`src/rtl/vga_fb_sequencer.sv`:
```
// Write-port sequencer for the 80x60 framebuffer: CPU pixel writes take priority over a rectangle-fill engine.
// Define VGA_FB_SEQ_AUTOCLEAR_EN to clear the whole framebuffer to 8'h00 after every reset.
module vga_fb_sequencer #(
  parameter int H_PIX = 80,
  parameter int V_PIX = 60
) (
  input  logic        clk_i,
  input  logic        rst_n_i,
  input  logic        cpu_we_i,
  input  logic [12:0] cpu_wa_i,
  input  logic [7:0]  cpu_wd_i,
  input  logic        fill_start_i,
  input  logic [6:0]  fill_x0_i,
  input  logic [6:0]  fill_x1_i,
  input  logic [5:0]  fill_y0_i,
  input  logic [5:0]  fill_y1_i,
  input  logic [7:0]  fill_color_i,
  input  logic        fill_abort_i,
  output logic [12:0] fb_wa_o,
  output logic [7:0]  fb_wd_o,
  output logic        fb_we_o,
  output logic        busy_o,
  output logic        done_o,
  output logic        err_o
);

`ifdef VGA_FB_SEQ_AUTOCLEAR_EN
  typedef enum logic [1:0] {S_IDLE, S_FILL, S_CLEAR} state_e;
  localparam state_e     RST_STATE = S_CLEAR;
  localparam logic [6:0] X1_RST    = 7'(H_PIX - 1);
  localparam logic [5:0] Y1_RST    = 6'(V_PIX - 1);
`else
  typedef enum logic [1:0] {S_IDLE, S_FILL} state_e;
  localparam state_e     RST_STATE = S_IDLE;
  localparam logic [6:0] X1_RST    = 7'd0;
  localparam logic [5:0] Y1_RST    = 6'd0;
`endif

  localparam logic [7:0] H_LIM = 8'(H_PIX);
  localparam logic [6:0] V_LIM = 7'(V_PIX);

  state_e      state_q, state_d;
  logic [6:0]  x0_q, x0_d, x1_q, x1_d, cx_q, cx_d;
  logic [5:0]  y0_q, y0_d, y1_q, y1_d, cy_q, cy_d;
  logic [7:0]  color_q, color_d;
  logic [12:0] shadow_q, shadow_d;
  logic [12:0] fb_wa_q, fb_wa_d;
  logic [7:0]  fb_wd_q, fb_wd_d;
  logic        fb_we_q, fb_we_d;
  logic        busy_q, busy_d;
  logic        done_q, done_d;
  logic        err_q, err_d;

  logic        req_bad;
  logic        last_px;
  logic        row_end;
  logic [6:0]  cx_nxt;
  logic [5:0]  cy_nxt;

  assign req_bad = (fill_x0_i > fill_x1_i) || (fill_y0_i > fill_y1_i) ||
                   ({1'b0, fill_x1_i} >= H_LIM) || ({1'b0, fill_y1_i} >= V_LIM);

  assign row_end = (cx_q == x1_q);
  assign last_px = row_end && (cy_q == y1_q);
  assign cx_nxt  = row_end ? x0_q : cx_q + 7'd1;
  assign cy_nxt  = row_end ? cy_q + 6'd1 : cy_q;

  always_ff @(posedge clk_i or negedge rst_n_i) begin
    if (!rst_n_i) begin
      state_q  <= RST_STATE;
      x0_q     <= 7'd0;
      x1_q     <= X1_RST;
      y0_q     <= 6'd0;
      y1_q     <= Y1_RST;
      cx_q     <= 7'd0;
      cy_q     <= 6'd0;
      color_q  <= 8'd0;
      shadow_q <= 13'd0;
      fb_wa_q  <= 13'd0;
      fb_wd_q  <= 8'd0;
      fb_we_q  <= 1'b0;
      busy_q   <= 1'b0;
      done_q   <= 1'b0;
      err_q    <= 1'b0;
    end else begin
      state_q  <= state_d;
      x0_q     <= x0_d;
      x1_q     <= x1_d;
      y0_q     <= y0_d;
      y1_q     <= y1_d;
      cx_q     <= cx_d;
      cy_q     <= cy_d;
      color_q  <= color_d;
      shadow_q <= shadow_d;
      fb_wa_q  <= fb_wa_d;
      fb_wd_q  <= fb_wd_d;
      fb_we_q  <= fb_we_d;
      busy_q   <= busy_d;
      done_q   <= done_d;
      err_q    <= err_d;
    end
  end

  always_comb begin
    state_d  = state_q;
    x0_d     = x0_q;
    x1_d     = x1_q;
    y0_d     = y0_q;
    y1_d     = y1_q;
    cx_d     = cx_q;
    cy_d     = cy_q;
    color_d  = color_q;
    shadow_d = shadow_q;
    fb_wa_d  = fb_wa_q;
    fb_wd_d  = fb_wd_q;
    fb_we_d  = 1'b0;
    done_d   = 1'b0;
    err_d    = 1'b0;

    case (state_q)
      S_IDLE: begin
        // Park the address on the last CPU pixel so readback sees it.
        fb_wa_d = shadow_q;
        if (fill_start_i) begin
          if (req_bad) begin
            err_d = 1'b1;
          end else begin
            x0_d    = fill_x0_i;
            x1_d    = fill_x1_i;
            y0_d    = fill_y0_i;
            y1_d    = fill_y1_i;
            color_d = fill_color_i;
            cx_d    = fill_x0_i;
            cy_d    = fill_y0_i;
            state_d = S_FILL;
          end
        end
      end
      S_FILL: begin
        if (fill_abort_i) begin
          state_d = S_IDLE;
          done_d  = 1'b1;
        end else if (!cpu_we_i) begin
          fb_we_d = 1'b1;
          fb_wa_d = {cy_q, cx_q};
          fb_wd_d = color_q;
          cx_d    = cx_nxt;
          cy_d    = cy_nxt;
          if (last_px) begin
            state_d = S_IDLE;
            done_d  = 1'b1;
          end
        end
      end
`ifdef VGA_FB_SEQ_AUTOCLEAR_EN
      S_CLEAR: begin
        if (!cpu_we_i) begin
          fb_we_d = 1'b1;
          fb_wa_d = {cy_q, cx_q};
          fb_wd_d = 8'h00;
          cx_d    = cx_nxt;
          cy_d    = cy_nxt;
          if (last_px) state_d = S_IDLE;
        end
      end
`endif
      default: state_d = S_IDLE;
    endcase

    // CPU write overrides whatever the engine chose; its cursor already held above.
    if (cpu_we_i) begin
      fb_we_d  = 1'b1;
      fb_wa_d  = cpu_wa_i;
      fb_wd_d  = cpu_wd_i;
      shadow_d = cpu_wa_i;
    end

    busy_d = (state_d != S_IDLE);
  end

  assign fb_wa_o = fb_wa_q;
  assign fb_wd_o = fb_wd_q;
  assign fb_we_o = fb_we_q;
  assign busy_o  = busy_q;
  assign done_o  = done_q;
  assign err_o   = err_q;

endmodule

```
`config.mk`:
```
export PLATFORM = sky130hd
export DESIGN_NAME = vga_fb_sequencer
export DESIGN_NICKNAME = d
export VERILOG_FILES = /design/src/rtl/vga_fb_sequencer.sv
export SDC_FILE = /design/constraint.sdc
export NUM_CORES = 1
export LEC_CHECK = 0
export BUFFER_PORTS_ARGS = -buffer_cell sky130_fd_sc_hd__buf_2
export CAP_MARGIN = 20
export CORE_ASPECT_RATIO = 1.2
export CORE_MARGIN = 5
export CORE_UTILIZATION = 31
export CTS_CLUSTER_SIZE = 24
export DETAILED_ROUTE_END_ITERATION = 10
export RECOVER_POWER = 50
export SLEW_MARGIN = 20
export SYNTH_ARGS = -nofsm -noshare
export SYNTH_HDL_FRONTEND = slang
export SYNTH_SLANG_ARGS = --single-unit
```
`constraint.sdc`:
```
create_clock -name clk_i -period 3.1 [get_ports clk_i]
set_clock_uncertainty 0.1 [all_clocks]
set_input_delay 0.62 -clock clk_i [delete_from_list [all_inputs] [get_ports clk_i]]
set_output_delay 0.62 -clock clk_i [all_outputs]
set_load 0.005 [all_outputs]
```
==> flow_summary.toml, run 1 <==
[status]
status = "complete, but fails checks"
violations = "capacitance limit, slew limit"

[logic_synthesis]
synth.distinct_cells = 48
async_flop_share = 1.00
synth_area_um2 = 4340
synthFlopType = "dfrtp_1"
synth_largest_type_area_fraction = 0.467
synth.avg_cell_area_um2 = 10.7
ys_seq_area_frac = 0.467
yosys_warnings = 0
postSynthCellCount = 407
synth_common_cells = "dfrtp_1, nand2_1, a21oi_1, mux2_4, o21ai_1"
yosysTopAreaCell = "dfrtp_1"
synth.most_common_cell = "dfrtp_1"
synth_edf_count = 0
ys_ff_latch = 81
synthesis.nets = 482
yosys-top-cells-area = "dfrtp_1, mux2_4, nand2_1"

[clocking]
path_clk_slew_ns = 0.06
clock_sinks = 81
clk_path_buf_depth = 2
ctsHtreeMaxLevel = 3
postCtsHoldBufs = 0
cts_tree = "yes"
root_buffer = "clkbuf_16"
post_cts_buffers = 0
cts_resized = 0
clk_latency_ns = 0.33
cts_made_buffers = 9

[detailed_routing]
wire_per_inst_um = 15.8
route.final.wire_length_mm = 10.5
routed_via_density = 4.88
top_layer = "met4"
drc_errors = 0
wl_met3_um = 431
dr.first_iter.drc_count = 175
drt-met1-wl_mm = 4.71
ant_nets = 0
num_vias = 3239
wl_met2_mm = 5.07
first_pass_iters = 4

[global_routing]
track_usage = 0.130
grt_overflow = 0
grt_first_pass_wirelength_mm = 17.4
antenna_found_initial = 0
grt_pass1_vias = 3386
grt_max_degree = 82

[power_and_ir_drop]
power_density_nw_per_um2 = 693
power.total_uw = 3670
leakage_uw = 0.00256
ir_worst_vdd_v = 0.000243

[sta]
finalSetupTns_ns = 0
maxSlewViolCount = 82
tightest_slew_ns = 2.06
slew_headroom = -0.374
min_period_over_period = 0.802
finalSetupViolations = 0
hold_viol_final = 0
grt_setup_unrepaired = "no"
achievable-frequency_mhz = 402
finalCriticalPeriod_ns = 2.49

[place]
routabilityCongestion = 0.753
dp_hpwl_mm = 7.74
port_buffers = 84
placed_area_um2 = 4940
placedCellCount = 648

[final_layout]
n_antenna_cell = 0
regArea_um2 = 2030
fill_cells = 1380
post-route-util = 0.385
fin_nets = 563
drive_gt1_frac = 0.320
multi_input_area_um2 = 2150
fin_cells = 664
syn_to_final_growth_pct = 21.9
design_area_um2 = 5300

[flow_run]
maxCapViolCount = 1

[worst_setup_path]
critPathMaxFanout = 7
start_kind = "input pin"
critPathKind = "in -> reg"
cp-end-kind = "flop"
worst_ep_required_time_ns = 3.22
crit_arrival_ns = 2.61

[floorplanning]
initial_core_util = 0.316
core_um2 = 13800
io_pins = 85
die_w_um = 118
die_h_um = 140
rows = 47
dieArea_um2 = 16500

[hold_path]
hp-class = "reg -> reg"
[state kept, by name (all words and copies together) (netlist names)]
register,flops
fb_wa_o,13
shadow_q,13
color_q,8
fb_wd_o,8
cx_q,7
x0_q,7
x1_q,7
cy_q,6
y1_q,6
state_q,2
busy_o,1
done_o,1
err_o,1
fb_we_o,1
[worst paths after layout]
kind,start,to,slack (ns),cells past startpoint
max,fill_x0_i[2],cx_q[3],0.61,8
min,fb_wa_o[8],fb_wa_o[8],0.38,2
max reg2reg,cx_q[3],cy_q[5],0.86,7
min reg2reg,fb_wa_o[8],fb_wa_o[8],0.38,2
max in group asynchronous,rst_n_i,fb_wd_o[4],0.91,1
min in group asynchronous,rst_n_i,shadow_q[6],0.77,1
[kinds of logic after synthesis]
logic type / after synthesis / synth area share
flip-flops: 81 / 0.467
AO/OA/AOI/OAI: 89 / 0.122
AND/OR/NAND/NOR: 102 / 0.108
buffers and inverters: 37 / 0.0380
other: 1 / 0.000863
multiplexers: 64 / 0.185
XOR/XNOR: 18 / 0.0363
adder cells (fa/ha/maj): 15 / 0.0432
[layout by cell type (no fill, tap or decap), types with 3 or more instances in the layout]
cell type  count
inv_1         15
o21ai_1       27
xnor2_1        8
nand4_1        3
nor2_1        12
buf_4          7
a31oi_1        5
nand3_1        9
ha_1          15
buf_2         78
xor2_1        10
o21ai_0        6
mux2_4        28
bufinv_16      4
mux2i_1       17
and3_1         3
mux2_2        19
dfrtp_1       81
nand2b_1       3
nand2_1       58
o31ai_1        3
clkbuf_1       6
a21oi_1       34
clkbuf_16      9
[power breakdown]
group,leakage [uW],internal (uW),switching (uW)
Clock,0.000176,866,418
Sequential,0.000976,1320,248
Combinational,0.00141,495,327
[cell type report]
| class | instances | area share |
|---|---|---|
| multi-input combinational | 289 | 0.406 |
| tap | 171 | 0.0404 |
| timing repair buffer | 92 | 0.0919 |
| sequential | 81 | 0.383 |
| inverter | 15 | 0.0106 |
| clock inverter | 6 | 0.0246 |
| clock buffer | 10 | 0.0432 |
[routing by layer]
layer	vias up	GRT usage
li1	1596	-
met1	1541	0.166
met2	84	0.212
met3	18	0.0296
met4	0	0.0562
met5	-	0
[worst max-delay path, cell delays in order]
cell	delay, ns
buf_2	0.12
ha_1	0.34
a21oi_1	0.17
a21oi_1	0.08
o21ba_2	0.24
nor3_4	0.29
o21a_1	0.36
mux2_2	0.38
[through the flow]
step | hold slack, ns | setup WS [ns]
after floorplan | 0.224 | 0.619
after global placement | 0.362 | 0.302
after detailed placement | 0.370 | 0.270
after CTS | 0.383 | 0.624
after global routing | 0.390 | 0.454
final | 0.381 | 0.615
Note: power is estimated with default switching activity, not from simulation.
==> run 2: changes to the inputs <==
==> constraint.sdc (replaced) <==
create_clock -name clk_i -period 2.5 [get_ports clk_i]
set_clock_uncertainty 0.1 [all_clocks]
set_input_delay 0.5 -clock clk_i [delete_from_list [all_inputs] [get_ports clk_i]]
set_output_delay 0.5 -clock clk_i [all_outputs]
set_load 0.005 [all_outputs]
==> run 2 against run 1 <==
  * The run now ends clean
  * Register-to-register slack worse by 0.55 ns
  * Critical path depth up 1
  * Final cell count up 3.3%
  * Total power up 13%
  * Sequential share of layout area down 0.59 points
  * Final area up 1.6%
  * Setup slack worse by 0.49 ns
  * Die area unchanged
  * Routed wire length up 1.9%
==> flow_summary.toml, run 2 (synthesis gave the netlist of run 1 again) <==
[floorplanning]
io_pins = 85
rows = 47
core_um2 = 13800
die_w_um = 118
dieArea_um2 = 16500
initial_core_util = 0.316
die_h_um = 140

[clocking]
path_clk_slew_ns = 0.05
ctsHtreeMaxLevel = 3
root_buffer = "clkbuf_16"
cts_tree = "yes"
clk_latency_ns = 0.34
cts_resized = 0
clk_path_buf_depth = 2
clock_sinks = 81
cts_made_buffers = 9
post_cts_buffers = 0

[sta]
finalCriticalPeriod_ns = 2.38
slew_headroom = 0.271
min_period_over_period = 0.951
hold_viol_final = 0
finalSetupViolations = 0
holdWs_ns = 0.277
tightest_slew_ns = 1.09
grt_setup_unrepaired = "no"
achievable-frequency_mhz = 421
setup_ws_ns = 0.122
maxSlewViolCount = 0

[final_layout]
drive_gt1_frac = 0.334
syn_to_final_growth_pct = 23.8
regArea_um2 = 2030
multi_input_area_um2 = 2150
final_cell_mix = "dfrtp_1, buf_2, nand2_1"
post-route-util = 0.391
fin_cells = 686
n_antenna_cell = 0
fin_nets = 588
fill_cells = 1385
final_common_cell = "dfrtp_1"

[detailed_routing]
first_pass_iters = 4
drc_errors = 0
ant_nets = 0
wire_per_inst_um = 15.6
num_vias = 3340
route.final.wire_length_mm = 10.7
dr.first_iter.drc_count = 191
routed_via_density = 4.87

[worst_setup_path]
worst_ep_required_time_ns = 2.62
slowest_stage = "mux2_2"
critical_path.cell_chain = "buf_2, inv_1, ha_1, nand4_1, nor2_1, o21ba_2, nor3_4, o21a_1, mux2_2"
critPathMaxFanout = 7
critPathMaxStageDelay_ns = 0.38
start_kind = "input pin"
crit_arrival_ns = 2.50
cp-end-kind = "flop"
r2r_cells = 6
critPathKind = "in -> reg"

[power_and_ir_drop]
seqPwrFrac = 0.467
swShare = 0.290
ir_worst_vdd_v = 0.000338
internal_power_uw = 2960
p_clk_frac = 0.280
power_density_nw_per_um2 = 774
combPwrFrac = 0.254
p_sw_uw = 1210
leakage_uw = 0.00261

[hold_path]
min_path_cells = 3
hp-class = "in -> reg"

[global_routing]
grt_pass1_vias = 3479
grt_first_pass_wirelength_mm = 17.7
antenna_found_initial = 0
grt_overflow = 0
track_usage = 0.131
grt_max_degree = 58

[flow_run]
maxCapViolCount = 0

[status]
status = "finished clean"

[place]
port_buffers = 84
place_ws_ns = -0.205
placedCellCount = 672
dp_hpwl_mm = 8.19
routabilityCongestion = 0.780
run 2: changes by cell type in the layout (fill, tap and decap cells not counted):
| cell | previous run | this run |
|---|---|---|
| buf_12 | 1 | 2 |
| buf_2 | 78 | 72 |
| buf_4 | 7 | 28 |
| bufinv_16 | 4 | 0 |
| clkbuf_1 | 6 | 13 |
| clkbuf_2 | 1 | 3 |
| clkbuf_8 | 0 | 1 |
| clkinv_2 | 2 | 1 |
| dlygate4sd3_1 | 0 | 1 |
run 2: worst max-delay path, delay by kind of cell:
family | cells | cell delay, ns
multiplexers | 1 | 0.38
adder cells (fa/ha/maj) | 1 | 0.30
AO/OA/AOI/OAI | 2 | 0.55
AND/OR/NAND/NOR | 3 | 0.63
buffers and inverters | 2 | 0.13
run 2: cell type report:
type | instances | area share
Timing Repair Buffer | 117 | 0.126
Inverter | 15 | 0.0105
Sequential cell | 81 | 0.377
Multi-Input combinational cell | 289 | 0.400
Clock inverter | 1 | 0.000931
Tap cell | 171 | 0.0398
Clock buffer | 12 | 0.0458
run 2: path summary, 6_finish.rpt:
kind / startpoint / end / slack, ns
worst max-delay path: fill_x1_i[6] / cx_q[3] / 0.12
worst min-delay path: cpu_wd_i[1] / fb_wd_o[1] / 0.28
worst max register to register: cx_q[3] / cy_q[3] / 0.31
worst min register to register: fb_wa_o[1] / fb_wa_o[1] / 0.38
max in group asynchronous: rst_n_i / cx_q[2] / 0.39
min in group asynchronous: rst_n_i / shadow_q[4] / 0.66
run 2: per-layer routing:
layer  global-route usage  vias up  part of all wire
met5                    0        -                 0
met4               0.0725        0             0.030
met3               0.0203       21             0.037
met2                0.216       79              0.49
met1                0.164     1599              0.44
li1                     -     1641                 -
run 2: repair_timing:
item | CTS | global route
setup endpoints to repair | 0 | 0
hold endpoints to repair | 23 | 0
hold buffers | 1 | 0
run 2: power by group through the flow:
| stage | Combinational [uW] | Sequential (uW) | Clock [uW] |
|---|---|---|---|
| 3_3_place_gp | 1030 | 1950 | 0 |
| 2_1_floorplan | 795 | 1860 | 0 |
| 4_1_cts | 1080 | 1940 | 1200 |
| 3_5_place_dp | 1070 | 1960 | 0 |
| 5_1_grt | 1180 | 1990 | 1240 |
| 6_report | 1060 | 1940 | 1160 |
run 2: metrics by stage:
stage / cell area (um^2) / power, uW / TNS (ns)
after floorplan: 4340 / 2650 / 0
after global placement: 5150 / 2980 / -4.94
after detailed placement: 5150 / 3030 / -6.37
after CTS: 5410 / 4220 / 0
after global routing: 5380 / 4410 / 0
final: 5380 / 4160 / 0
==> run 3: changes to the inputs <==
--- a/config.mk
+++ b/config.mk
@@ -12,6 +12,7 @@
 export CORE_UTILIZATION = 31
 export CTS_CLUSTER_SIZE = 24
 export DETAILED_ROUTE_END_ITERATION = 10
+export PLACE_DENSITY = 0.47
 export RECOVER_POWER = 50
 export SLEW_MARGIN = 20
 export SYNTH_ARGS = -nofsm -noshare
==> run 3 against run 2 <==
  * Largest power group unchanged
  * Sequential power about the same
  * Total power increased by 6.5%
  * Critical path depth unchanged
  * Largest cell class unchanged
==> flow_summary.toml, run 3 (synthesis gave the netlist of run 1 again) <==
[status]
status = "finished clean"

[clocking]
clk_path_buf_depth = 2
cts_tree = "yes"
postCtsHoldBufs = 0
clk_latency_ns = 0.33
root_buffer = "clkbuf_16"
clock_sinks = 81
cts_made_buffers = 9
path_clk_slew_ns = 0.06
ctsHtreeMaxLevel = 3

[detailed_routing]
num_vias = 3272
wire_per_inst_um = 15.1
drc_errors = 0
first_pass_iters = 4
ant_nets = 0
routed_via_density = 4.69
route.final.wire_length_mm = 10.5
dr.first_iter.drc_count = 146

[final_layout]
n_antenna_cell = 0
fin_nets = 596
fin_cells = 697
drive_gt1_frac = 0.356
syn_to_final_growth_pct = 26.8
final_cell_mix = "dfrtp_1, buf_2, nand2_1"
post-route-util = 0.400
final_common_cell = "dfrtp_1"

[global_routing]
grt_overflow = 0
antenna_found_initial = 0
grt_max_degree = 57
grt_first_pass_wirelength_mm = 17.4
grt_pass1_vias = 3406
track_usage = 0.130

[worst_setup_path]
slowest_stage = "mux2_2"
worst-path-buf-inv = 2
worst_ep_required_time_ns = 2.61
cp-end-kind = "flop"
start_kind = "input pin"
crit_arrival_ns = 2.45
critPathKind = "in -> reg"
critPathMaxFanout = 7
critPathMaxStageDelay_ns = 0.35
critical_path.cell_chain = "buf_2, ha_1, and4_1, o21ai_1, a32oi_2, nor3_4, buf_4, o21a_2, mux2_2"
cp_top_family = "simple AND/OR/NAND/NOR gates"

[sta]
finalSetupViolations = 0
hold_viol_final = 0
slew_headroom = 0.0665
finalCriticalPeriod_ns = 2.34
grt_setup_unrepaired = "no"
holdWs_ns = 0.287
min_period_over_period = 0.936
tightest_slew_ns = 1.40
maxSlewViolCount = 0
finalSetupTns_ns = 0
setup_ws_ns = 0.160
achievable-frequency_mhz = 427

[place]
dp_hpwl_mm = 8.03
routabilityCongestion = 0.736
port_buffers = 84
placedCellCount = 678
place_ws_ns = -0.221

[floorplanning]
die_h_um = 140
rows = 47
core_um2 = 13800
dieArea_um2 = 16500
initial_core_util = 0.316
die_w_um = 118
io_pins = 85

[power_and_ir_drop]
power_density_nw_per_um2 = 805
ir_worst_vdd_v = 0.000333
leakage_uw = 0.00269

[hold_path]
hp-class = "in -> reg"

[flow_run]
maxCapViolCount = 0
run 3: path summary, 6_finish.rpt:
| path | startpoint | end | slack, ns | cells past startpoint |
|---|---|---|---|---|
| min | cpu_wd_i[1] | fb_wd_o[1] | 0.29 | 3 |
| max | fill_y0_i[5] | cx_q[1] | 0.16 | 9 |
| min in group asynchronous | rst_n_i | err_o | 0.39 | 1 |
| max in group asynchronous | rst_n_i | fb_wa_o[2] | 0.53 | 2 |
| max reg2reg | cx_q[3] | cy_q[5] | 0.41 | 6 |
| min reg2reg | fb_wa_o[1] | fb_wa_o[1] | 0.38 | 2 |
run 3: final cells by class:
type / count / area (um^2)
clock buffers: 12 / 256
clock inverters: 4 / 73.8
fillers: 1391 / 8250
inverters: 15 / 56.3
multi-input cells: 289 / 2150
flip-flops and latches: 81 / 2030
well taps: 171 / 214
repair buffers: 125 / 726
run 3: metal layers:
metal / track usage / wire length, um / up-vias
met5: 0 / 0 / -
met4: 0.0537 / 163 / 0
met3: 0.0191 / 296 / 9
met2: 0.201 / 4910 / 54
met1: 0.182 / 5170 / 1552
li1: - / - / 1657
run 3: worst min-delay path, cell delays in order:
cell     delay [ns]
buf_2          0.07
nand2_1        0.04
o21ai_1        0.06
run 3: timing repair:
| item | in CTS | in global routing |
|---|---|---|
| setup endpoints to repair | 0 | 2 |
| buffers inserted | 0 | 3 |
| resized for setup | 0 | 1 |
run 3: stage by stage:
stage | total power [uW] | area (um^2)
after global routing | 4720 | 5510
after CTS | 4490 | 5510
after detailed placement | 3030 | 5180
final | 4430 | 5510
after global placement | 3000 | 5180
after floorplan | 2650 | 4340
run 3: power by group:
part	switching, uW	internal, uW
clock	514	932
combinational	405	647
sequential	304	1630
total	1220	3210
